### src/rtl/mem_arbiter_pkg.sv
// Shared definitions for the unified-memory arbiter: FSM encoding, write-size codes,
// default timeout and the timeout-counter width helper.
package mem_arbiter_pkg;

  localparam logic [1:0] ST_IDLE  = 2'd0;
  localparam logic [1:0] ST_IBUSY = 2'd1;
  localparam logic [1:0] ST_DBUSY = 2'd2;

  localparam logic [1:0] WSIZE_BYTE = 2'd0;
  localparam logic [1:0] WSIZE_HALF = 2'd1;
  localparam logic [1:0] WSIZE_WORD = 2'd2;

  localparam int DEF_TIMEOUT = 64;

  function automatic int ctr_width(input int timeout);
    return (timeout <= 2) ? 1 : $clog2(timeout);
  endfunction

endpackage

### src/rtl/mem_arbiter_timeout_ctr.sv
// Per-transaction busy-cycle counter: clears, counts while enabled, flags expiry at
// TIMEOUT-1 and holds there so it can never wrap.
module arb_timeout_ctr
  import mem_arbiter_pkg::*;
#(
  parameter int TIMEOUT = DEF_TIMEOUT
) (
  input  logic clk,
  input  logic rst,
  input  logic clear,
  input  logic enable,
  output logic expired
);

  localparam int CW = ctr_width(TIMEOUT);

  logic [CW-1:0] cnt_q, cnt_d;

  assign expired = (cnt_q == CW'(TIMEOUT - 1));

  always_comb begin
    cnt_d = cnt_q;
    if (clear) begin
      cnt_d = '0;
    end else if (enable && !expired) begin
      cnt_d = cnt_q + CW'(1);
    end
  end

  always_ff @(posedge clk or posedge rst) begin
    if (rst) cnt_q <= '0;
    else     cnt_q <= cnt_d;
  end

endmodule

### src/rtl/mem_arbiter.sv
// Arbitrates one single-ported memory between the fetch and data ports, one request at a time.
// Define ARB_FAIRNESS_EN for round-robin on simultaneous requests; default is data-first.
module mem_arbiter
  import mem_arbiter_pkg::*;
#(
  parameter int ADDR_W  = 32,
  parameter int DATA_W  = 32,
  parameter int TIMEOUT = DEF_TIMEOUT
) (
  input  logic              clk,
  input  logic              reset,
  input  logic [ADDR_W-1:0] imem_rd_addr,
  input  logic              imem_rd_enable,
  output logic [DATA_W-1:0] imem_rd_data,
  output logic              imem_rd_ready,
  input  logic [ADDR_W-1:0] dmem_addr,
  input  logic              dmem_r_enable,
  input  logic              dmem_w_enable,
  input  logic [1:0]        dmem_w_size,
  input  logic [DATA_W-1:0] dmem_w_data,
  output logic [DATA_W-1:0] dmem_r_data,
  output logic              dmem_ready,
  output logic [ADDR_W-1:0] mem_addr,
  output logic              mem_r_enable,
  output logic              mem_w_enable,
  output logic [1:0]        mem_w_size,
  output logic [DATA_W-1:0] mem_w_data,
  input  logic [DATA_W-1:0] mem_r_data,
  input  logic              mem_ready,
  output logic              bus_err
);

  logic [1:0]        state_q, state_d;
  logic [ADDR_W-1:0] addr_q, addr_d;
  logic [1:0]        w_size_q, w_size_d;
  logic [DATA_W-1:0] w_data_q, w_data_d;
  logic              is_write_q, is_write_d;

  logic i_busy, d_busy, busy, expired, done, abort, d_req, grant_d;

  assign i_busy = (state_q == ST_IBUSY);
  assign d_busy = (state_q == ST_DBUSY);
  assign busy   = i_busy || d_busy;
  assign d_req  = dmem_r_enable || dmem_w_enable;
  // A ready arriving on the expiry cycle wins: only a silent memory is aborted.
  assign done   = busy && (mem_ready || expired);
  assign abort  = busy && expired && !mem_ready;

  arb_timeout_ctr #(.TIMEOUT(TIMEOUT)) u_timeout (
    .clk     (clk),
    .rst     (reset),
    .clear   (!busy),
    .enable  (busy && !mem_ready),
    .expired (expired)
  );

`ifdef ARB_FAIRNESS_EN
  logic last_grant_q, last_grant_d;  // 1 = data port won the previous grant

  assign grant_d = d_req && (!imem_rd_enable || !last_grant_q);

  always_comb begin
    last_grant_d = last_grant_q;
    if ((state_q == ST_IDLE) && (d_req || imem_rd_enable)) last_grant_d = grant_d;
  end

  always_ff @(posedge clk or posedge reset) begin
    if (reset) last_grant_q <= 1'b0;
    else       last_grant_q <= last_grant_d;
  end
`else
  assign grant_d = d_req;
`endif

  always_comb begin
    state_d    = state_q;
    addr_d     = addr_q;
    w_size_d   = w_size_q;
    w_data_d   = w_data_q;
    is_write_d = is_write_q;
    case (state_q)
      ST_IDLE: begin
        if (grant_d) begin
          state_d    = ST_DBUSY;
          addr_d     = dmem_addr;
          w_size_d   = dmem_w_size;
          w_data_d   = dmem_w_data;
          is_write_d = dmem_w_enable;
        end else if (imem_rd_enable) begin
          state_d    = ST_IBUSY;
          addr_d     = imem_rd_addr;
          w_size_d   = '0;
          w_data_d   = '0;
          is_write_d = 1'b0;
        end
      end
      ST_IBUSY, ST_DBUSY: begin
        if (done) state_d = ST_IDLE;
      end
      default: state_d = ST_IDLE;
    endcase
  end

  always_ff @(posedge clk or posedge reset) begin
    if (reset) begin
      state_q    <= ST_IDLE;
      addr_q     <= '0;
      w_size_q   <= '0;
      w_data_q   <= '0;
      is_write_q <= 1'b0;
    end else begin
      state_q    <= state_d;
      addr_q     <= addr_d;
      w_size_q   <= w_size_d;
      w_data_q   <= w_data_d;
      is_write_q <= is_write_d;
    end
  end

  // Downstream request comes only from captured registers, so it is stable for the transaction.
  assign mem_addr     = busy ? addr_q : '0;
  assign mem_r_enable = i_busy || (d_busy && !is_write_q);
  assign mem_w_enable = d_busy && is_write_q;
  assign mem_w_size   = d_busy ? w_size_q : '0;
  assign mem_w_data   = d_busy ? w_data_q : '0;

  assign imem_rd_ready = i_busy && done;
  assign dmem_ready    = d_busy && done;
  assign imem_rd_data  = (i_busy && mem_ready) ? mem_r_data : '0;
  assign dmem_r_data   = (d_busy && mem_ready) ? mem_r_data : '0;
  assign bus_err       = abort;

endmodule

### config.mk
export PLATFORM = sky130hd
export DESIGN_NAME = mem_arbiter
export DESIGN_NICKNAME = d
export VERILOG_FILES = /design/src/rtl/mem_arbiter_pkg.sv /design/src/rtl/mem_arbiter_timeout_ctr.sv /design/src/rtl/mem_arbiter.sv
export SDC_FILE = /design/constraint.sdc
export NUM_CORES = 1
export LEC_CHECK = 0
export BUFFER_PORTS_ARGS = -buffer_cell sky130_fd_sc_hd__clkbuf_2
export CORE_MARGIN = 2
export CORE_UTILIZATION = 39
export DETAILED_ROUTE_END_ITERATION = 10
export HOLD_SLACK_MARGIN = 0.08
export PLACE_DENSITY = 0.85
export SYNTH_ARGS = -nofsm -noshare
export SYNTH_HDL_FRONTEND = slang
export SYNTH_SLANG_ARGS = --single-unit
### constraint.sdc
create_clock -name clk -period 2.4 [get_ports clk]
set_clock_uncertainty 0.1 [all_clocks]
set_input_delay 0.48 -clock clk [delete_from_list [all_inputs] [get_ports clk]]
set_output_delay 0.48 -clock clk [all_outputs]
set_load 0.1 [all_outputs]
==> results of run 1 <==
routing by layer:
metal | track usage, % | wire length [microns] | vias up
li1 | - | - | 2029
met3 | 6.54 | 1250 | 43
met5 | 0 | 0 | -
met4 | 13.0 | 619 | 0
met1 | 25.5 | 5290 | 2094
met2 | 50.2 | 8680 | 241
area by class of cell:
cell class / count / area [sq um] / share of cell area (%)
sequential: 75 / 1880 / 23.1
clock inverter: 4 / 95.1 / 1.17
multi-input combinational: 312 / 2190 / 26.9
inverter: 5 / 22.5 / 0.277
clock buffer: 12 / 165 / 2.03
timing repair buffer: 284 / 3610 / 44.4
tap: 136 / 170 / 2.09
registers in the layout, indices dropped and copies added (netlist names):
name / count
addr_q: 32
w_data_q: 32
u_timeout.cnt_q: 6
state_q: 2
w_size_q: 2
is_write_q: 1
through the flow:
stage | hold WS, ns | setup TNS, ns | util, % | std cells
floorplan | 0.342 | -0.0689 | - | 434
global placement | 0.354 | 0 | 74.7 | 807
detailed placement | 0.363 | 0 | 74.7 | 807
CTS | 0.197 | 0 | 77.4 | 823
global route | 0.252 | -0.00580 | 78.3 | 828
finish | 0.191 | 0 | 78.3 | 828
logic make-up (layout without fill, tap and decap cells):
kind of cell | after synthesis | count (layout)
AOI/OAI and AO/OA | 85 | 85
adders and majority gates | 4 | 4
buffers and inverters | 47 | 305
DFF | 75 | 75
muxes | 33 | 33
and+or+nand+nor | 190 | 190
repair_timing:
action	4_1_cts	5_1_grt
gates cloned	0	2
hold buffers	0	0
resized for setup	5	5
pin swaps	1	1
setup buffers	0	3
endpoints found under the setup margin	56	48
hold endpoints to repair	0	0
placed cells by master (no fill, tap or decap), types with 2 or more instances in the layout:
| cell | n |
|---|---|
| and3_1 | 62 |
| and3_2 | 6 |
| and2_2 | 41 |
| clkbuf_2 | 135 |
| nand2_1 | 36 |
| bufinv_16 | 3 |
| buf_12 | 142 |
| clkbuf_16 | 2 |
| a21oi_1 | 2 |
| a21o_1 | 4 |
| o32ai_1 | 2 |
| ha_4 | 2 |
| a22o_1 | 36 |
| mux2i_1 | 33 |
| nand3_1 | 4 |
| inv_1 | 4 |
| a311o_1 | 2 |
| buf_4 | 5 |
| and2_1 | 26 |
| o21ai_0 | 25 |
| nor2b_1 | 2 |
| nand4_1 | 3 |
| dfrtp_1 | 75 |
| clkbuf_8 | 12 |
| o21ai_1 | 10 |
| nand2b_1 | 2 |
| a31oi_1 | 2 |
| nor3_1 | 2 |
worst max path at each step:
stage | from | to | cells past startpoint
2_1_floorplan | state_q[0]$_DFFE_PP0P_ | bus_err | 5
5_1_grt | u_timeout.cnt_q[1]$_DFFE_PP0P_ | dmem_ready | 5
3_5_place_dp | u_timeout.cnt_q[0]$_DFFE_PP0P_ | imem_rd_ready | 5
3_3_place_gp | u_timeout.cnt_q[0]$_DFFE_PP0P_ | imem_rd_ready | 5
4_1_cts | u_timeout.cnt_q[0]$_DFFE_PP0P_ | imem_rd_ready | 5
6_report | u_timeout.cnt_q[0]$_DFFE_PP0P_ | imem_rd_ready | 5
==> impl_metrics.py, run 1 <==
metrics = {
    "critical_path": {
        "r2r-start": "state_q[0]$_DFFE_PP0P_",
        "worst-r2r-setup-slack_ns": 0.62,
        "crit_type": "flop to output port",
        "crit_family": "simple AND/OR/NAND/NOR gates",
        "critPathMaxStageDelay_ns": 0.42,
        "reg2reg_depth": 6,
        "arrival_ns": 1.79,
        "r2r-end": "u_timeout.cnt_q[0]$_DFFE_PP0P_",
        "worst_path_max_delay_cell": "dfrtp_1",
        "worstPathRequired_ns": 1.82,
        "cp_cell_sequence": "ha_2 > and2_4 > a21o_1 > and3_2 > buf_12",
        "path_buf_inv": 1,
        "cp-end-kind": "output port",
        "worst-path-max-fanout": 9,
        "start_kind": "flop",
    },
    "cells_and_area": {
        "fin_nets": 827,
        "syn_to_final_growth_pct": 94.8,
        "drive_gt1_share_pct": 51.6,
        "finalInstanceArea_sq_um": 8120,
        "fillers": 622,
        "antenna_cells": 0,
    },
    "route": {
        "drt-initial-drc-count": 307,
        "drc": 0,
        "viasPerCell": 5.32,
        "vias": 4407,
        "wl_per_cell_microns": 19.1,
        "ant_nets": 0,
        "drt-pass1-iter-count": 4,
        "wl_mm": 15.8,
    },
    "place": {
        "place.gp.congestion": 0.834,
        "dp_slack_ns": 0.242,
        "place_area_sq_um": 7740,
        "dp_hpwl_mm": 12.1,
        "portBuffers": 270,
    },
    "sta": {
        "finalMaxSlewViolations": 0,
        "max_clock_freq_mhz": 421,
        "hold_viol_final": 0,
        "final.min_clock_period_ns": 2.37,
        "fin_ws_ns": 0.0264,
        "fin_crit_sh_pct": 98.9,
        "setup-violations-final": 0,
        "tightest_slew_ns": 0.846,
        "maxSlewHeadroom_pct": 43.5,
    },
    "logic_synthesis": {
        "yosys.area_share.simple_pct": 26.3,
        "ys_seq_elements": 75,
        "synth_top_family_by_area": "simple AND/OR/NAND/NOR gates",
        "synthTopCellsByArea": "dfrtp_1, and2_1, and3_1, mux2i_1, a22o_1",
        "synth_fp_nets": 574,
        "netlist_area_sq_um": 4170,
        "synth_fa_ha_area_share_pct": 1.20,
        "ys.flop_type": "dfrtp_1",
        "synth_compound_gate_area_share_pct": 14.6,
        "synthTopCellsByCount": "dfrtp_1, and2_1, and3_1",
        "ys_warn_count": 0,
        "synth.avg_cell_area_sq_um": 9.61,
        "seq_area_frac_synth_pct": 45.0,
        "synthArstFlopShare_pct": 100,
        "synth_top_cell_by_area": "dfrtp_1",
        "synth_most_common_cell": "dfrtp_1",
        "synthMuxAreaShare_pct": 7.92,
        "yosys.cell_types.count": 28,
        "synthCells": 434,
        "synthXorXnorAreaFrac_pct": 0,
        "synth-edff-count": 0,
        "synth_top_cell_area_share_pct": 45.0,
    },
    "global_route": {
        "overflow": 0,
        "grt_pass1_vias": 4718,
        "grt_pass1_wl_mm": 23.6,
        "grt_usage_pct": 26.1,
        "grt_start_max_net_pins": 72,
        "grt_antenna_before_repair": 0,
    },
    "cts": {
        "worst_skew_pair.late_latency_ns": 0.33,
        "cts_sinks": 75,
        "h-tree-depth": 3,
        "clk_path_buf_depth": 2,
        "cts_buffers": 9,
        "cts_root_buffer": "clkbuf_8",
        "cts.clk_slew.worst_paths_ns": 0.08,
        "cts_tree": "yes",
    },
    "die": {
        "start_util_pct": 40.2,
        "row_count": 37,
        "die_y_microns": 107,
        "dieWidth_microns": 107,
        "die_area_sq_um": 11500,
        "pin_count": 271,
        "core-area_sq_um": 10400,
    },
    "status": {
        "outcome": "completed",
    },
    "flow_run": {
        "cap_violations": 0,
    },
    "hold_path": {
        "worst_hold_path_type": "primary input to async pin",
    },
}
Power of run 1 is left out: the tool's default activity adds up to more than one toggle a clock period on the data nets, which glitch-free logic cannot reach.
==> run 2: changes to the inputs <==
--- a/config.mk
+++ b/config.mk
@@ -13,4 +13,5 @@
 export PLACE_DENSITY = 0.85
 export SYNTH_ARGS = -nofsm -noshare
 export SYNTH_HDL_FRONTEND = slang
+export SYNTH_HIERARCHICAL = 1
 export SYNTH_SLANG_ARGS = --single-unit
==> constraint.sdc (replaced) <==
create_clock -name clk -period 2.4 [get_ports clk]
set_clock_uncertainty 0.1 [all_clocks]
set_input_delay 0.48 -clock clk [delete_from_list [all_inputs] [get_ports clk]]
set_output_delay 0.48 -clock clk [all_outputs]
set_load 0.01 [all_outputs]
==> impl_metrics.py, run 2 <==
metrics = {
    "hold_path": {
        "min_path_cells": 2,
        "holdCritStartpoint": "dmem_w_size[1]",
        "worst_hold_path_type": "primary input to flop",
        "hold_path_end": "w_size_q[1]$_DFFE_PP0P_",
    },
    "die": {
        "pin_count": 271,
        "row_count": 37,
        "start_util_pct": 40.2,
        "core-area_sq_um": 10400,
        "die_area_sq_um": 11500,
        "die_y_microns": 107,
        "dieWidth_microns": 107,
    },
    "global_route": {
        "use_met1_pct": 22.7,
        "grt_antenna_before_repair": 1,
        "grt_pass1_vias": 4083,
        "grt_util_met2_pct": 40.8,
        "grt_util_met3_pct": 2.97,
        "grt_pass1_wl_mm": 19.2,
        "busiest_layer": "met2",
        "grt_start_max_net_pins": 100,
        "grt_usage_pct": 21.2,
        "overflow": 0,
    },
    "logic_synthesis": {
        "synth_most_common_cell": "dfrtp_1",
        "ys.flop_type": "dfrtp_1",
        "ys_warn_count": 6,
        "ys_seq_elements": 75,
        "yosys.cell_types.count": 35,
        "synth-edff-count": 0,
        "synth_top_cell_by_area": "dfrtp_1",
        "synthArstFlopShare_pct": 100,
        "synthTopCellsByArea": "dfrtp_1, and2_1, and3_1, mux2i_1, a22o_1",
        "synthCells": 433,
        "synth_top_cell_area_share_pct": 45.0,
        "synthTopCellsByCount": "dfrtp_1, and2_1, and3_1",
        "seq_area_frac_synth_pct": 45.0,
        "netlist_area_sq_um": 4170,
        "synth.avg_cell_area_sq_um": 9.62,
        "synth_fp_nets": 574,
    },
    "route": {
        "drt-pass1-iter-count": 4,
        "drc": 0,
        "wl_per_cell_microns": 15.4,
        "viasPerCell": 5.11,
        "vias": 4234,
        "wl_mm": 12.8,
        "ant_nets": 0,
        "drt-initial-drc-count": 292,
    },
    "flow_run": {
        "cap_violations": 0,
    },
    "critical_path": {
        "reg2reg_depth": 8,
        "start_kind": "flop",
        "arrival_ns": 1.73,
        "worst-path-max-fanout": 66,
        "worstPathRequired_ns": 1.82,
        "crit_type": "flop to output port",
        "r2r-end": "u_timeout/cnt_q[5]$_DFFE_PP0P_",
        "cp_cell_sequence": "inv_1 > ha_2 > buf_12 > and3_1 > clkbuf_2",
        "r2r-start": "state_q[0]$_DFFE_PP0P_",
        "worst_path_max_delay_cell": "dfrtp_1",
        "critPathMaxStageDelay_ns": 0.40,
        "path_buf_inv": 3,
        "worst-r2r-setup-slack_ns": 0.38,
        "cp-end-kind": "output port",
        "crit_family": "buffers and inverters",
    },
    "place": {
        "place.gp.congestion": 0.766,
        "dp_slack_ns": 0.241,
        "place_area_sq_um": 5630,
        "dp_hpwl_mm": 9.83,
        "post-place-cells": 810,
        "portBuffers": 270,
    },
    "sta": {
        "fin_crit_sh_pct": 96.2,
        "fin_ws_ns": 0.0917,
        "setup-tns-final_ns": 0,
        "finalMaxSlewViolations": 0,
        "max_clock_freq_mhz": 433,
        "tightest_slew_ns": 0.738,
        "maxSlewHeadroom_pct": 50.8,
        "setup-violations-final": 0,
        "hold_viol_final": 0,
        "hold_ws_ns": 0.252,
        "final.min_clock_period_ns": 2.31,
    },
    "power_and_ir_drop": {
        "ir_drop_uv": 556,
        "p_leak_nw": 3.37,
        "powerDensity_nw_per_um2": 1160,
    },
    "cts": {
        "cts_buffers": 9,
        "cts_sinks": 75,
        "worst_skew_pair.late_latency_ns": 0.34,
        "cts_root_buffer": "clkbuf_8",
        "h-tree-depth": 3,
        "clk_path_buf_depth": 2,
        "cts_tree": "yes",
        "cts.clk_slew.worst_paths_ns": 0.08,
    },
    "status": {
        "outcome": "completed",
    },
    "cells_and_area": {
        "final-instance-count-excl-fill": 829,
        "finalInstanceArea_sq_um": 5890,
        "fin_nets": 828,
        "largestRegisters": "addr_q (32), w_data_q (32), u_timeout/cnt_q (6)",
        "drive_gt1_share_pct": 44.2,
        "most-common-layout-cells": "clkbuf_2, dfrtp_1, and2_1",
        "final_common_cell": "clkbuf_2",
        "syn_to_final_growth_pct": 41.4,
    },
}
-- run 2: power by group --
group          switching [mW]  leakage (nW)  internal (mW)  total [mW]
combinational            2.07          2.33           1.62        3.70
clock                   0.443         0.104          0.568        1.01
sequential              0.293         0.934           1.85        2.14
total                    2.81          3.37           4.04        6.85
-- run 2: worst max-delay path by stage --
| stage | cells after the start | from | endpoint |
|---|---|---|---|
| 3_3_place_gp | 4 | mem_ready | dmem_ready |
| 4_1_cts | 6 | state_q[1]$_DFFE_PP0P_ | bus_err |
| 2_1_floorplan | 1 | reset | addr_q[0]$_DFFE_PP0P_ |
| 6_report | 5 | state_q[0]$_DFFE_PP0P_ | dmem_r_data[25] |
| 5_1_grt | 6 | state_q[0]$_DFFE_PP0P_ | imem_rd_ready |
| 3_5_place_dp | 6 | mem_ready | u_timeout/cnt_q[5]$_DFFE_PP0P_ |
-- run 2: layer usage --
layer,part of all wire [%],wire length (microns),vias to the layer above
li1,-,-,2018
met1,37,4770,2005
met2,54,6960,189
met3,6.1,781,22
met4,2.1,271,0
met5,0,0,-
-- run 2: area by class of cell --
type / instances / area, sq um
fill: 938 / 4480
multi-input combinational: 311 / 2100
sequential: 75 / 1880
timing repair buffer: 281 / 1500
clock buffer: 15 / 176
tap: 136 / 170
inverter: 9 / 33.8
clock inverter: 1 / 30.0
antenna: 1 / 2.50
-- run 2: cells by family after synthesis --
logic type / synth area share, %
adder cells (fa/ha/maj): 1.50
flip-flops: 45.0
multiplexers: 7.69
AO/OA/AOI/OAI: 14.3
buffers and inverters: 5.11
AND/OR/NAND/NOR: 26.3
-- run 2: what timing repair did --
item / in CTS / in global routing
setup endpoints to repair: 3 / 4
hold buffers: 1 / 0
pin swaps: 0 / 0
gates resized for setup: 2 / 5
endpoints found under the hold margin: 6 / 0
buffers inserted: 0 / 1
-- run 2: per-stage QoR --
stage / utilization, % / power (mW)
final: 56.8 / 6.85
after floorplan: - / 4.44
after detailed placement: 54.3 / 5.77
after CTS: 56.5 / 6.84
after global routing: 56.8 / 7.36
after global placement: 54.3 / 5.61
(Power assumes the default switching activity.)
